<file path="src/rtl/step_conditioner.sv">
`default_nettype none
//==============================================================================
// Module      : step_conditioner
// Description : Turns the raw, bouncy board step button into clean one-cycle
//               step pulses for the program counter. The button passes through
//               a two-flop synchronizer and is then debounced. The press is
//               detected, and the block can optionally auto-repeat while the
//               button is held.
//
// Ports       :
//   clk          in   1  system clock, rising edge
//   rst          in   1  synchronous, active-high reset
//   btn_raw      in   1  asynchronous, bouncy button level
//   repeat_en    in   1  1 = auto-repeat while held, 0 = one step per press
//   step         out  1  one-cycle step pulse
//   pressed      out  1  debounced button level
//   step_count   out  8  steps issued since reset (modulo 256)
//
// Revision    : 1.0  initial release
//==============================================================================
module step_conditioner #(
    parameter int DEBOUNCE_CYCLES = 1_000_000,
    parameter int HOLD_CYCLES     = 50_000_000,
    parameter int REPEAT_CYCLES   = 10_000_000,
    parameter int CNT_W           = 27
) (
    input  logic       clk,
    input  logic       rst,
    input  logic       btn_raw,
    input  logic       repeat_en,
    output logic       step,
    output logic       pressed,
    output logic [7:0] step_count
);

    // State encoding
    localparam logic [2:0] c_IDLE         = 3'd0;
    localparam logic [2:0] c_PRESS_WAIT   = 3'd1;
    localparam logic [2:0] c_HELD         = 3'd2;
    localparam logic [2:0] c_REPEAT       = 3'd3;
    localparam logic [2:0] c_RELEASE_WAIT = 3'd4;

    // Terminal count values for each timed phase
    localparam logic [CNT_W-1:0] c_DEB_LAST  = CNT_W'(DEBOUNCE_CYCLES - 1);
    localparam logic [CNT_W-1:0] c_HOLD_LAST = CNT_W'(HOLD_CYCLES - 1);
    localparam logic [CNT_W-1:0] c_REP_LAST  = CNT_W'(REPEAT_CYCLES - 1);
    localparam logic [CNT_W-1:0] c_CNT_ZERO  = '0;
    localparam logic [CNT_W-1:0] c_CNT_ONE   = CNT_W'(1);

    logic             r_sync1;
    logic             r_sync2;
    logic [2:0]       r_state;
    logic [CNT_W-1:0] r_cnt;
    logic             r_step;
    logic             r_pressed;
    logic [7:0]       r_step_count;

    logic [2:0]       w_state_nxt;
    logic [CNT_W-1:0] w_cnt_nxt;
    logic [CNT_W-1:0] w_cnt_inc;
    logic             w_step_nxt;
    logic             w_pressed_nxt;

    assign w_cnt_inc = r_cnt + c_CNT_ONE;

    //--------------------------------------------------------------------------
    // Registers: synchronizer, FSM state, phase counter and registered outputs
    //--------------------------------------------------------------------------
    always_ff @(posedge clk) begin
        if (rst) begin
            r_sync1      <= 1'b0;
            r_sync2      <= 1'b0;
            r_state      <= c_IDLE;
            r_cnt        <= c_CNT_ZERO;
            r_step       <= 1'b0;
            r_pressed    <= 1'b0;
            r_step_count <= 8'd0;
        end else begin
            r_sync1   <= btn_raw;
            r_sync2   <= r_sync1;
            r_state   <= w_state_nxt;
            r_cnt     <= w_cnt_nxt;
            r_step    <= w_step_nxt;
            r_pressed <= w_pressed_nxt;
            // The count moves on the same edge that raises step
            if (w_step_nxt) begin
                r_step_count <= r_step_count + 8'd1;
            end
        end
    end

    //--------------------------------------------------------------------------
    // Next-state logic. Each state checks, in order: the button level
    // (release or bounce), then repeat_en, and finally the phase counter.
    // The counter restarts from zero on every state entry.
    //--------------------------------------------------------------------------
    always_comb begin
        w_state_nxt   = r_state;
        w_cnt_nxt     = r_cnt;
        w_step_nxt    = 1'b0;
        w_pressed_nxt = r_pressed;

        case (r_state)
            c_IDLE: begin
                w_pressed_nxt = 1'b0;
                w_cnt_nxt     = c_CNT_ZERO;
                if (r_sync2) begin
                    w_state_nxt = c_PRESS_WAIT;
                end
            end

            c_PRESS_WAIT: begin
                if (!r_sync2) begin
                    // The level dropped before it was stable long enough, so treat it as bounce
                    w_state_nxt = c_IDLE;
                    w_cnt_nxt   = c_CNT_ZERO;
                end else if (r_cnt == c_DEB_LAST) begin
                    w_state_nxt   = c_HELD;
                    w_cnt_nxt     = c_CNT_ZERO;
                    w_step_nxt    = 1'b1;
                    w_pressed_nxt = 1'b1;
                end else begin
                    w_cnt_nxt = w_cnt_inc;
                end
            end

            c_HELD: begin
                if (!r_sync2) begin
                    w_state_nxt = c_RELEASE_WAIT;
                    w_cnt_nxt   = c_CNT_ZERO;
                end else if (repeat_en && (r_cnt == c_HOLD_LAST)) begin
                    w_state_nxt = c_REPEAT;
                    w_cnt_nxt   = c_CNT_ZERO;
                    w_step_nxt  = 1'b1;
                end else if (r_cnt != c_HOLD_LAST) begin
                    // With repeat disabled the counter parks at its last value.
                    // Enabling repeat later then fires on the next cycle.
                    w_cnt_nxt = w_cnt_inc;
                end
            end

            c_REPEAT: begin
                if (!r_sync2) begin
                    w_state_nxt = c_RELEASE_WAIT;
                    w_cnt_nxt   = c_CNT_ZERO;
                end else if (!repeat_en) begin
                    // Drop back to HELD so a full hold delay must pass before the next repeat
                    w_state_nxt = c_HELD;
                    w_cnt_nxt   = c_CNT_ZERO;
                end else if (r_cnt == c_REP_LAST) begin
                    w_cnt_nxt  = c_CNT_ZERO;
                    w_step_nxt = 1'b1;
                end else begin
                    w_cnt_nxt = w_cnt_inc;
                end
            end

            c_RELEASE_WAIT: begin
                if (r_sync2) begin
                    // This is release bounce: the press is still valid, so no new step is issued
                    w_state_nxt = c_HELD;
                    w_cnt_nxt   = c_CNT_ZERO;
                end else if (r_cnt == c_DEB_LAST) begin
                    w_state_nxt   = c_IDLE;
                    w_cnt_nxt     = c_CNT_ZERO;
                    w_pressed_nxt = 1'b0;
                end else begin
                    w_cnt_nxt = w_cnt_inc;
                end
            end

            default: begin
                w_state_nxt   = c_IDLE;
                w_cnt_nxt     = c_CNT_ZERO;
                w_pressed_nxt = 1'b0;
            end
        endcase
    end

    assign step       = r_step;
    assign pressed    = r_pressed;
    assign step_count = r_step_count;

endmodule
`default_nettype wire

</file>
<file path="config.mk">
export PLATFORM = sky130hd
export DESIGN_NAME = step_conditioner
export DESIGN_NICKNAME = d
export VERILOG_FILES = /design/src/rtl/step_conditioner.sv
export SDC_FILE = /design/constraint.sdc
export NUM_CORES = 1
export LEC_CHECK = 0
export CAP_MARGIN = 20
export CORE_MARGIN = 3
export CORE_UTILIZATION = 40
export DETAILED_ROUTE_END_ITERATION = 8
export PLACE_DENSITY = 0.63
export SYNTH_ARGS = -nofsm -noshare
export SYNTH_HDL_FRONTEND = slang
export SYNTH_SLANG_ARGS = --single-unit
</file>
<file path="constraint.sdc">
create_clock -name clk -period 2.5 [get_ports clk]
set_input_delay 0.5 -clock clk [delete_from_list [all_inputs] [get_ports clk]]
set_output_delay 0.5 -clock clk [all_outputs]
set_load 0.01 [all_outputs]
</file>
==> metrics.txt <==
max_cap viols=0; CP Data Required Time=2.73 ns; Final #Nets=278; outcome=completed; Detailed Route Iter0 Violations=62; # diodes=0; final hold viol count=0; Clk pwr share=37.2%; first-pass GRT wire length=7.85 mm; count of cell types in the netlist=39; Net Sw Power=0.223 mW; vias per inst=5.20; share of the yosys chip area belonging to registers=41.5%; die height=77.2 um; CP startpoint=r_cnt[9]; Site Rows=25; drt first pass iters=4; DRC viols=0; part of the power in registers=61.5%; area grow syn2layout=20.1%; Static Leak=0.756 nW; Critical Path AT=2.61 ns; CTS tree=yes; clock-pin slew of the registers on the worst-case setup and hold paths=0.08 ns; total grt overflow=0; routability cong.=0.819; Mapped Area=2030 sq um; period utilization=95.4%; # IOs=14; initial antenna violation count=0; Die Width=77.2 um; share of post-route cells with drive strength above 1=10.3%; largest net degree at the start of global routing=28; Crit Path Class=flip-flop to flip-flop; H-tree depth=2; Critical Path Source Type=flip-flop; Core Area=4820 sq um; RR Startpoint=r_cnt[9]; area of the multi-input gates=1140 sq um; antenna viol nets, final=0; Hold Startpoint=r_sync1; Slew Viols, Final=0; pwr dens=449 nW/um^2; Fin Setup TNS=0 ns; number of flops mapped to enable cells by yosys=0; fmax=419 MHz; RSZ-0062 raised after global routing=false; Combinational Power Share=1.3%; total global-route track usage=15.9%; Yosys reg bits=42; via count=1764; vias in the first global route=1789; worst skew pair latency=0.29 ns; Most used DFF post-synth=dfxtp_1; ys async rst share=0%; FILL cells=509; initial core utilization=42.1%; hpwl dp=3.21 mm; Final setup viols=0; Worst-Margin Slew=0.545 ns; CP max FO=5; yosys warns=0; Final Instance Count excl. Fillers=339; die area=5960 sq um; Placed Cells incl. Taps=331; CTS Buffer Depth=2; sequential cell area=841 sq um; Int Pwr=0.870 mW; worst min-delay path class=flip-flop to flip-flop; clock buffer count from CTS=5; Slew HR=63.3%; port buffer count=13; switching portion of total power=20.4%; WL/cell=13.2 um; Avg Inst Size Synth=8.34 sq um; root buf cell=clkbuf_8; clock skew=0.00459 ns; Crit. End Element=flip-flop; Post-Syn Instances=243; Peak VDD IR=0.000320 V; Sink Count=42; Final min period=2.39 ns; final wirelength=4.47 mm; Mapped Nets=249
-- power by group through the flow --
stage / Sequential [mW] / Clock [mW] / Combinational [mW]
after detailed placement: 0.688 / 0 / 0.0141
after global placement: 0.688 / 0 / 0.0140
after CTS: 0.672 / 0.426 / 0.0141
after global routing: 0.673 / 0.446 / 0.0156
final: 0.672 / 0.407 / 0.0141
after floorplan: 0.687 / 0 / 0.00550
-- registers in the layout, summed over array words and instances (netlist names) --
signal,cells
pressed,1
r_sync1,1
r_sync2,1
step,1
r_state,3
step_count,8
r_cnt,27
-- cell usage in the layout (no fill, tap or decap), drive strengths merged, types with 2 or more instances in the layout --
master	n
a21oi	8
dfxtp	42
clkdlybuf4s50	13
and2	2
nand2b	3
nor4b	2
nor3	5
nor2b	3
nor4	9
nor2	39
o21ai	10
nand3b	2
or4bb	2
buf	16
nand2	17
and4	2
xor2	15
a31o	2
ha	2
inv	8
and3	2
or3	6
xnor2	12
clkbuf	7
or4	3
nand4	12
nand3	17
-- path summary, 6_finish.rpt --
check / depth (start not counted) / slack [ns] / to
max reg2reg: 6 / 0.11 / step_count[7]
min: 1 / 0.45 / r_sync2
min reg2reg: 1 / 0.45 / r_sync2
max: 6 / 0.11 / step_count[7]
-- layer usage --
layer  track usage, %  routed length, um  up-vias
met3             3.76                128        2
met1             19.9               2210      835
met4             4.63                 23        0
li1                 -                  -      912
met2             27.1               2110       15
met5                0                  0        -
-- logic make-up after synthesis --
kind of cell             after synthesis  synth area share, %
flip-flops                            42                 41.5
XOR/XNOR                              27                 11.7
buffers and inverters                 15                 2.96
AO/OA/AOI/OAI                         27                 8.03
adder cells (fa/ha/maj)                2                 1.23
multiplexers                           1                0.494
AND/OR/NAND/NOR                      129                 34.1
-- per-stage QoR --
| step | hold slack (ns) | utilization [%] | power [mW] | setup WS [ns] | cell area (sq um) |
|---|---|---|---|---|---|
| floorplan | 0.414 | - | 0.693 | 0.164 | 2030 |
| global placement | 0.416 | 48.5 | 0.702 | 0.113 | 2340 |
| detailed placement | 0.435 | 48.5 | 0.702 | 0.00908 | 2340 |
| CTS | 0.453 | 50.1 | 1.11 | 0.0419 | 2410 |
| global route | 0.465 | 50.5 | 1.13 | 0.0353 | 2430 |
| finish | 0.447 | 50.5 | 1.09 | 0.114 | 2430 |
-- what timing repair did --
action / 4_1_cts / 5_1_grt
buffers inserted: 0 / 1
setup endpoints to repair: 0 / 3
resized for setup: 0 / 3
hold buffers: 0 / 0
-- area by class of cell --
cell class / instances / share of cell area [%]
multi-input combinational: 186 / 46.8
sequential: 42 / 34.6
timing repair buffer: 29 / 10.8
tap: 67 / 3.44
clock buffer: 7 / 3.14
inverter: 8 / 1.23
-- cell usage after synthesis (2+ instances only) --
cell type / instances / area share (%)
nor2b_1: 3 / 0.93
nor2_1: 39 / 7.2
and2_1: 2 / 0.62
nand3_1: 17 / 4.2
nand2_1: 17 / 3.1
ha_1: 2 / 1.2
inv_1: 8 / 1.5
a21oi_1: 8 / 2.0
and4_1: 2 / 0.86
buf_2: 3 / 0.74
or4bb_1: 2 / 1.1
or3_1: 6 / 1.9
nand4_1: 12 / 3.7
and3_1: 2 / 0.62
nor3_1: 5 / 1.2
or4_1: 2 / 0.74
nor4b_1: 2 / 0.86
xor2_1: 15 / 6.5
nand2b_1: 3 / 0.93
clkbuf_1: 4 / 0.74
xnor2_1: 12 / 5.2
nor4_1: 8 / 2.5
nand3b_1: 2 / 0.74
o21ai_0: 10 / 2.5
dfxtp_1: 42 / 41
a31o_2: 2 / 0.86
-- worst max-delay path: stages (launching register included) --
cell	delay [ns]
dfxtp_1	0.42
or4bb_1	0.56
nor4_1	0.36
nand3_1	0.13
o211a_1	0.18
or4_4	0.54
a21oi_2	0.14
Power figures use the tool's default switching activity.
